<file path="src/rtl/i2s_feeder.sv">
// i2s_feeder: stereo-frame FIFO that feeds an I2S transmitter through a
// send/ready handshake. Each popped frame is held on send_queue_left/right
// and announced with a one-cycle send pulse.
// Build option: define I2S_FEEDER_UNDERRUN_EN to send mute frames and count
// underruns when the FIFO runs dry after the first real frame.
//
// state      | meaning
// -----------+--------------------------------------------------------------
// IDLE       | waiting for the transmitter to be ready and a frame to send
// SEND       | send pulse high; the popped frame is on send_queue_left/right
// WAIT_BUSY  | waiting for the transmitter to drop ready (frame accepted)
// WAIT_READY | waiting for the transmitter to raise ready again

module i2s_feeder #(
    parameter int WIDTH = 16,
    parameter int DEPTH = 4
) (
    input  logic                     clk,
    input  logic                     reset,
    input  logic                     in_valid,
    input  logic [WIDTH-1:0]         in_left,
    input  logic [WIDTH-1:0]         in_right,
    output logic                     in_ready,
    input  logic                     i2s_ready,
    output logic                     send,
    output logic [WIDTH-1:0]         send_queue_left,
    output logic [WIDTH-1:0]         send_queue_right,
    output logic [$clog2(DEPTH):0]   count,
    output logic [7:0]               underruns
);

    localparam int AW = $clog2(DEPTH);
    localparam int CW = AW + 1;
    localparam logic [CW-1:0] FULL = CW'(DEPTH);

    typedef enum logic [1:0] {
        IDLE       = 2'd0,
        SEND       = 2'd1,
        WAIT_BUSY  = 2'd2,
        WAIT_READY = 2'd3
    } state_t;

    state_t state;
    state_t state_nxt;

    logic [2*WIDTH-1:0] mem [DEPTH];
    logic [AW-1:0]      wr_ptr;
    logic [AW-1:0]      rd_ptr;
    logic [CW-1:0]      fill;
    logic               push;
    logic               pop;
    logic               mute;

`ifdef I2S_FEEDER_UNDERRUN_EN
    logic               primed;
    logic [7:0]         underrun_cnt;
`endif

    assign in_ready = (fill != FULL);
    assign push     = in_valid && in_ready;
    assign count    = fill;
    // send is a pure state decode, so it drops immediately with reset
    assign send     = (state == SEND);

    // next-state decode; pop and mute are the two ways of leaving IDLE
    always_comb begin
        state_nxt = state;
        pop       = 1'b0;
        mute      = 1'b0;
        case (state)
            IDLE: begin
                if (i2s_ready) begin
                    if (fill != '0) begin
                        pop       = 1'b1;
                        state_nxt = SEND;
                    end
`ifdef I2S_FEEDER_UNDERRUN_EN
                    else if (primed) begin
                        mute      = 1'b1;
                        state_nxt = SEND;
                    end
`endif
                end
            end
            SEND:       state_nxt = WAIT_BUSY;
            WAIT_BUSY:  if (!i2s_ready) state_nxt = WAIT_READY;
            WAIT_READY: if (i2s_ready)  state_nxt = IDLE;
            default:    state_nxt = IDLE;
        endcase
    end

    // state register
    always_ff @(posedge clk or negedge reset) begin
        if (!reset) state <= IDLE;
        else        state <= state_nxt;
    end

    // frame storage; contents are don't-care until written, pointers guard them
    always_ff @(posedge clk) begin
        if (push) mem[wr_ptr] <= {in_left, in_right};
    end

    // pointers wrap naturally because DEPTH is a power of two
    always_ff @(posedge clk or negedge reset) begin
        if (!reset) begin
            wr_ptr <= '0;
            rd_ptr <= '0;
            fill   <= '0;
        end else begin
            if (push) wr_ptr <= wr_ptr + AW'(1);
            if (pop)  rd_ptr <= rd_ptr + AW'(1);
            case ({push, pop})
                2'b10:   fill <= fill + CW'(1);
                2'b01:   fill <= fill - CW'(1);
                default: fill <= fill;
            endcase
        end
    end

    // output frame holds from one pop (or mute) to the next
    always_ff @(posedge clk or negedge reset) begin
        if (!reset) begin
            send_queue_left  <= '0;
            send_queue_right <= '0;
        end else if (pop) begin
            send_queue_left  <= mem[rd_ptr][2*WIDTH-1:WIDTH];
            send_queue_right <= mem[rd_ptr][WIDTH-1:0];
        end else if (mute) begin
            send_queue_left  <= '0;
            send_queue_right <= '0;
        end
    end

`ifdef I2S_FEEDER_UNDERRUN_EN
    // primed arms mute insertion only once real audio has started
    always_ff @(posedge clk or negedge reset) begin
        if (!reset) begin
            primed       <= 1'b0;
            underrun_cnt <= '0;
        end else begin
            if (pop) primed <= 1'b1;
            if (mute && underrun_cnt != 8'hFF) underrun_cnt <= underrun_cnt + 8'd1;
        end
    end

    assign underruns = underrun_cnt;
`else
    assign underruns = 8'd0;
`endif

endmodule

</file>
<file path="config.mk">
export PLATFORM = sky130hd
export DESIGN_NAME = i2s_feeder
export DESIGN_NICKNAME = d
export VERILOG_FILES = /design/src/rtl/i2s_feeder.sv
export SDC_FILE = /design/constraint.sdc
export NUM_CORES = 1
export LEC_CHECK = 0
export BUFFER_PORTS_ARGS = -buffer_cell sky130_fd_sc_hd__buf_4
export CAP_MARGIN = 20
export CELL_PAD_IN_SITES_DETAIL_PLACEMENT = 0
export CELL_PAD_IN_SITES_GLOBAL_PLACEMENT = 1
export CORE_UTILIZATION = 49
export DETAILED_ROUTE_END_ITERATION = 6
export GPL_TIMING_DRIVEN = 0
export PLACE_DENSITY = 0.75
export SETUP_SLACK_MARGIN = 0.5
export SLEW_MARGIN = 20
export SYNTH_ARGS = -nofsm -noshare
export SYNTH_HDL_FRONTEND = slang
export SYNTH_SLANG_ARGS = --single-unit
</file>
<file path="constraint.sdc">
create_clock -name clk -period 3 [get_ports clk]
set_clock_uncertainty 0.15 [all_clocks]
set_input_delay 0.15 -clock clk [delete_from_list [all_inputs] [get_ports clk]]
set_output_delay 0.15 -clock clk [all_outputs]
set_load 0.01 [all_outputs]
</file>
==> metrics.md <==
| Metric | Value |
|---|---|
| Status | `finished, final reports clean` |
| Final Hold Fails | `0` |
| Antenna Violating Nets Remaining | `0` |
| Hold Path Class | `input pin to async pin` |
| Worst EP required | `3.16 ns` |
| Mapped Avg Cell Area | `17.8 sq um` |
| RSZ-0062 raised after global routing | `false` |
| Synth Flop Type | `edfxtp_1` |
| Warnings from Yosys | `0` |
| Routed len/inst | `between 15 and 20 um` |
| CTS H-tree lvls | `4` |
| Worst skew pair latency | `0.42 ns` |
| Die Wd | `around 120 um` |
| Layout fillers | `between 900 and 1000` |
| Critical path peak fanout | `10` |
| Vias in the first global route | `about 3500` |
| Metal-1 WL | `between 4000 and 5000 um` |
| Seq cells post-synth | `169` |
| PwrDens | `between 900 and 1000 mW/mm^2` |
| Sequential area share after synthesis | `0.750` |
| Top-count cell post-synth | `edfxtp_1` |
| Clock buffer depth | `2` |
| Post-synth ARST share | `0.243` |
| Initial Utilization | `0.508` |
| Combinational share of power | `0.301` |
| CP top delay family | `adder cells` |
| Highest Signal Layer | `met4` |
| I/O pin total | `81` |
| Number of synthesized flops with an enable pin | `128` |
| Via count | `between 3000 and 4000` |
| Clock Sinks | `about 170` |
| Post-synthesis cell area | `0.00649 sq mm` |
| Vias per cell | `slightly above 5` |
| Root Driver | `clkbuf_16` |
| First-pass GRT wire length | `17900 um` |
| CP startpoint kind | `register` |
| Met2 wire len | `roughly 6000 um` |
| WS Path Type | `register to register` |
| Max stage delay on crit path | `0.42 ns` |
| Reported max-cap violation count | `0` |
| Clock power share | `0.259` |
| Nets | `548` |
| CTS tree | `yes` |
| CP max-delay cell | `dfrtp_1` |
| Site Rows | `41` |
| VDD IR max | `roughly 0.00043 V` |
| Port bufs | `72` |
| Share of layout cells above drive strength 1 | `0.331` |
| Total CTS buffers | `17` |
| Least-Margin Pin Slew | `just over 0.9 ns` |
| Min Tclk post-route | `approximately 2.4 ns` |
| Total Wirelength | `around 12000 um` |
| Hpwl dp | `just under 7000 um` |
| Reg clk slew, reported paths | `roughly 0.060 ns` |
| Remaining Overflow, GRT | `0` |
| GR Util All Layers | `0.187` |
| DRC | `0` |
| Leakage Power | `0.00327 uW` |
| GPL Wtd Cong | `roughly 0.70` |
| Post-synth top area share | `0.592` |
| CP bufs+invs | `3` |
| Distinct cells, synth | `28` |
| Routed length on met3 | `482 um` |
| Critical-path cell list | `inv_1, ha_4, o311ai_4, inv_2, buf_4, ha_1, fa_1, mux2_2` |
| Largest area contributor in the netlist | `edfxtp_1` |
| Drt first-iter violations | `between 150 and 200` |
| # diodes | `0` |
| Initial antenna violation count | `0` |
| Maximum clock rate | `about 420 MHz` |
| Setup WS pre-CTS | `roughly 0.13 ns` |
| Max Slew Vio Count | `0` |
| Final Cycle Share | `0.795` |
| Largest net degree at the start of global routing | `42` |
| Pre-Repair DR Iteration Count | `4` |
| Area Overhead vs Synth | `26.8%` |
| Pwr Total | `just under 8000 uW` |
| Gate count of the mapped netlist | `roughly 370` |
| Switching fraction of total power | `0.292` |
| Die Area | `approximately 0.014 sq mm` |
| Setup-failing EPs final | `0` |
| Net Sw Power | `around 2300 uW` |
| Core area | `approximately 0.013 sq mm` |
| Synth top area cells | `edfxtp_1, dfrtp_1, mux4_2, nand2_1, ha_1` |
| Internal Power | `around 5600 uW` |
| Post-synth top cells | `edfxtp_1, nand2_1, dfrtp_1` |
| Die height | `between 100 and 150 um` |
| Relative slew slack | `0.391` |
| Setup TNS | `0 ns` |
| Setup crit end kind | `register` |
| Seq pwr share | `0.439` |
| WP data arrival | `about 2.5 ns` |
| Final WS setup | `approximately 0.62 ns` |
## power groups by stage
stage / logic (uW) / clock network [uW] / registers [uW]
after global routing: 2650 / 2150 / 3510
final: 2370 / 2040 / 3450
after CTS: 2410 / 2080 / 3450
after global placement: 2300 / 0 / 3460
after floorplan: 1430 / 0 / 3520
after detailed placement: 2330 / 0 / 3490
## area by class of cell
type	instances	area [sq um]	area share
Buffer	22	136	0.0166
Clock buffer	22	484	0.0588
Timing Repair Buffer	110	913	0.111
Multi-Input combinational cell	175	1510	0.184
Sequential cell	169	4870	0.592
Inverter	6	22.5	0.00274
Clock inverter	9	72.6	0.00882
Tap cell	172	215	0.0261
## worst reg2reg max path, stage by stage, from the launching register on
cell and delay, ns:
dfrtp_1 0.42, inv_1 0.15, ha_4 0.20, o311ai_4 0.12, inv_2 0.13, buf_4 0.20, ha_1 0.22, fa_1 0.42
mux2_2 0.27
## registers in the layout, summed over array words and instances, names as in the netlist
signal	count
count	3
mem	128
rd_ptr	2
send_queue_left	16
send_queue_right	16
state	2
wr_ptr	2
## kinds of logic (layout without fill, tap and decap cells)
| logic type | Yosys count | after routing | share of synthesized area |
|---|---|---|---|
| compound gates | 7 | 7 | 0.0104 |
| xor+xnor | 6 | 6 | 0.00810 |
| fa+ha+maj | 11 | 11 | 0.0224 |
| buf+inv | 28 | 169 | 0.0241 |
| flops | 169 | 169 | 0.750 |
| mux | 35 | 35 | 0.116 |
| other cells | 1 | 8 | 0.000578 |
| simple gates | 108 | 108 | 0.0680 |
## stage by stage
| step | area, sq um | cells | utilization | hold slack (ns) |
|---|---|---|---|---|
| 2_1_floorplan | 6520 | 372 | - | -0.296 |
| 3_3_place_gp | 7270 | 616 | 0.569 | 0.0434 |
| 3_5_place_dp | 7270 | 616 | 0.569 | 0.0568 |
| 4_1_cts | 8210 | 683 | 0.643 | 0.146 |
| 5_1_grt | 8230 | 685 | 0.644 | 0.179 |
| 6_report | 8230 | 685 | 0.644 | 0.136 |
## cells in the final DEF (no fill, tap or decap), drive strengths merged, types with 2 or more instances in the layout
cell	n
a221oi	2
and3	4
buf	94
clkbuf	25
clkinv	8
conb	8
dfrtp	41
dlygate4sd3	35
edfxtp	128
ha	10
inv	6
mux2	3
mux4	32
nand2	97
nor2	2
xnor2	5
## path summary, 6_finish.rpt
path	from	cells after the start	slack (ns)	endpoint
min in group clk	in_left[6]	2	0.32	mem[0][22]$_DFFE_PP_
worst min register to register	send_queue_left[4]$_DFFE_PN0P_	2	0.32	send_queue_left[4]$_DFFE_PN0P_
worst min-delay path	reset	2	0.14	send_queue_right[2]$_DFFE_PN0P_
worst max register to register	state[1]$_DFFE_PN0P_	8	0.62	count[1]$_DFFE_PN0P_
worst max-delay path	state[1]$_DFFE_PN0P_	8	0.62	count[1]$_DFFE_PN0P_
max in group asynchronous	reset	2	2.13	count[2]$_DFFE_PN0P_
## timing repair
action / 4_1_cts / 5_1_grt
hold endpoints to repair: 172 / 0
pin swaps: 1 / 1
setup buffers: 1 / 2
setup endpoints to repair: 2 / 2
resized for setup: 4 / 4
hold buffers: 35 / 0
## metal layers
layer / track usage / vias up
met5: 0 / -
met1: 0.227 / 1764
met2: 0.319 / 83
met3: 0.0391 / 18
li1: - / 1607
met4: 0.0945 / 0
Note: power is estimated with default switching activity, not from simulation.
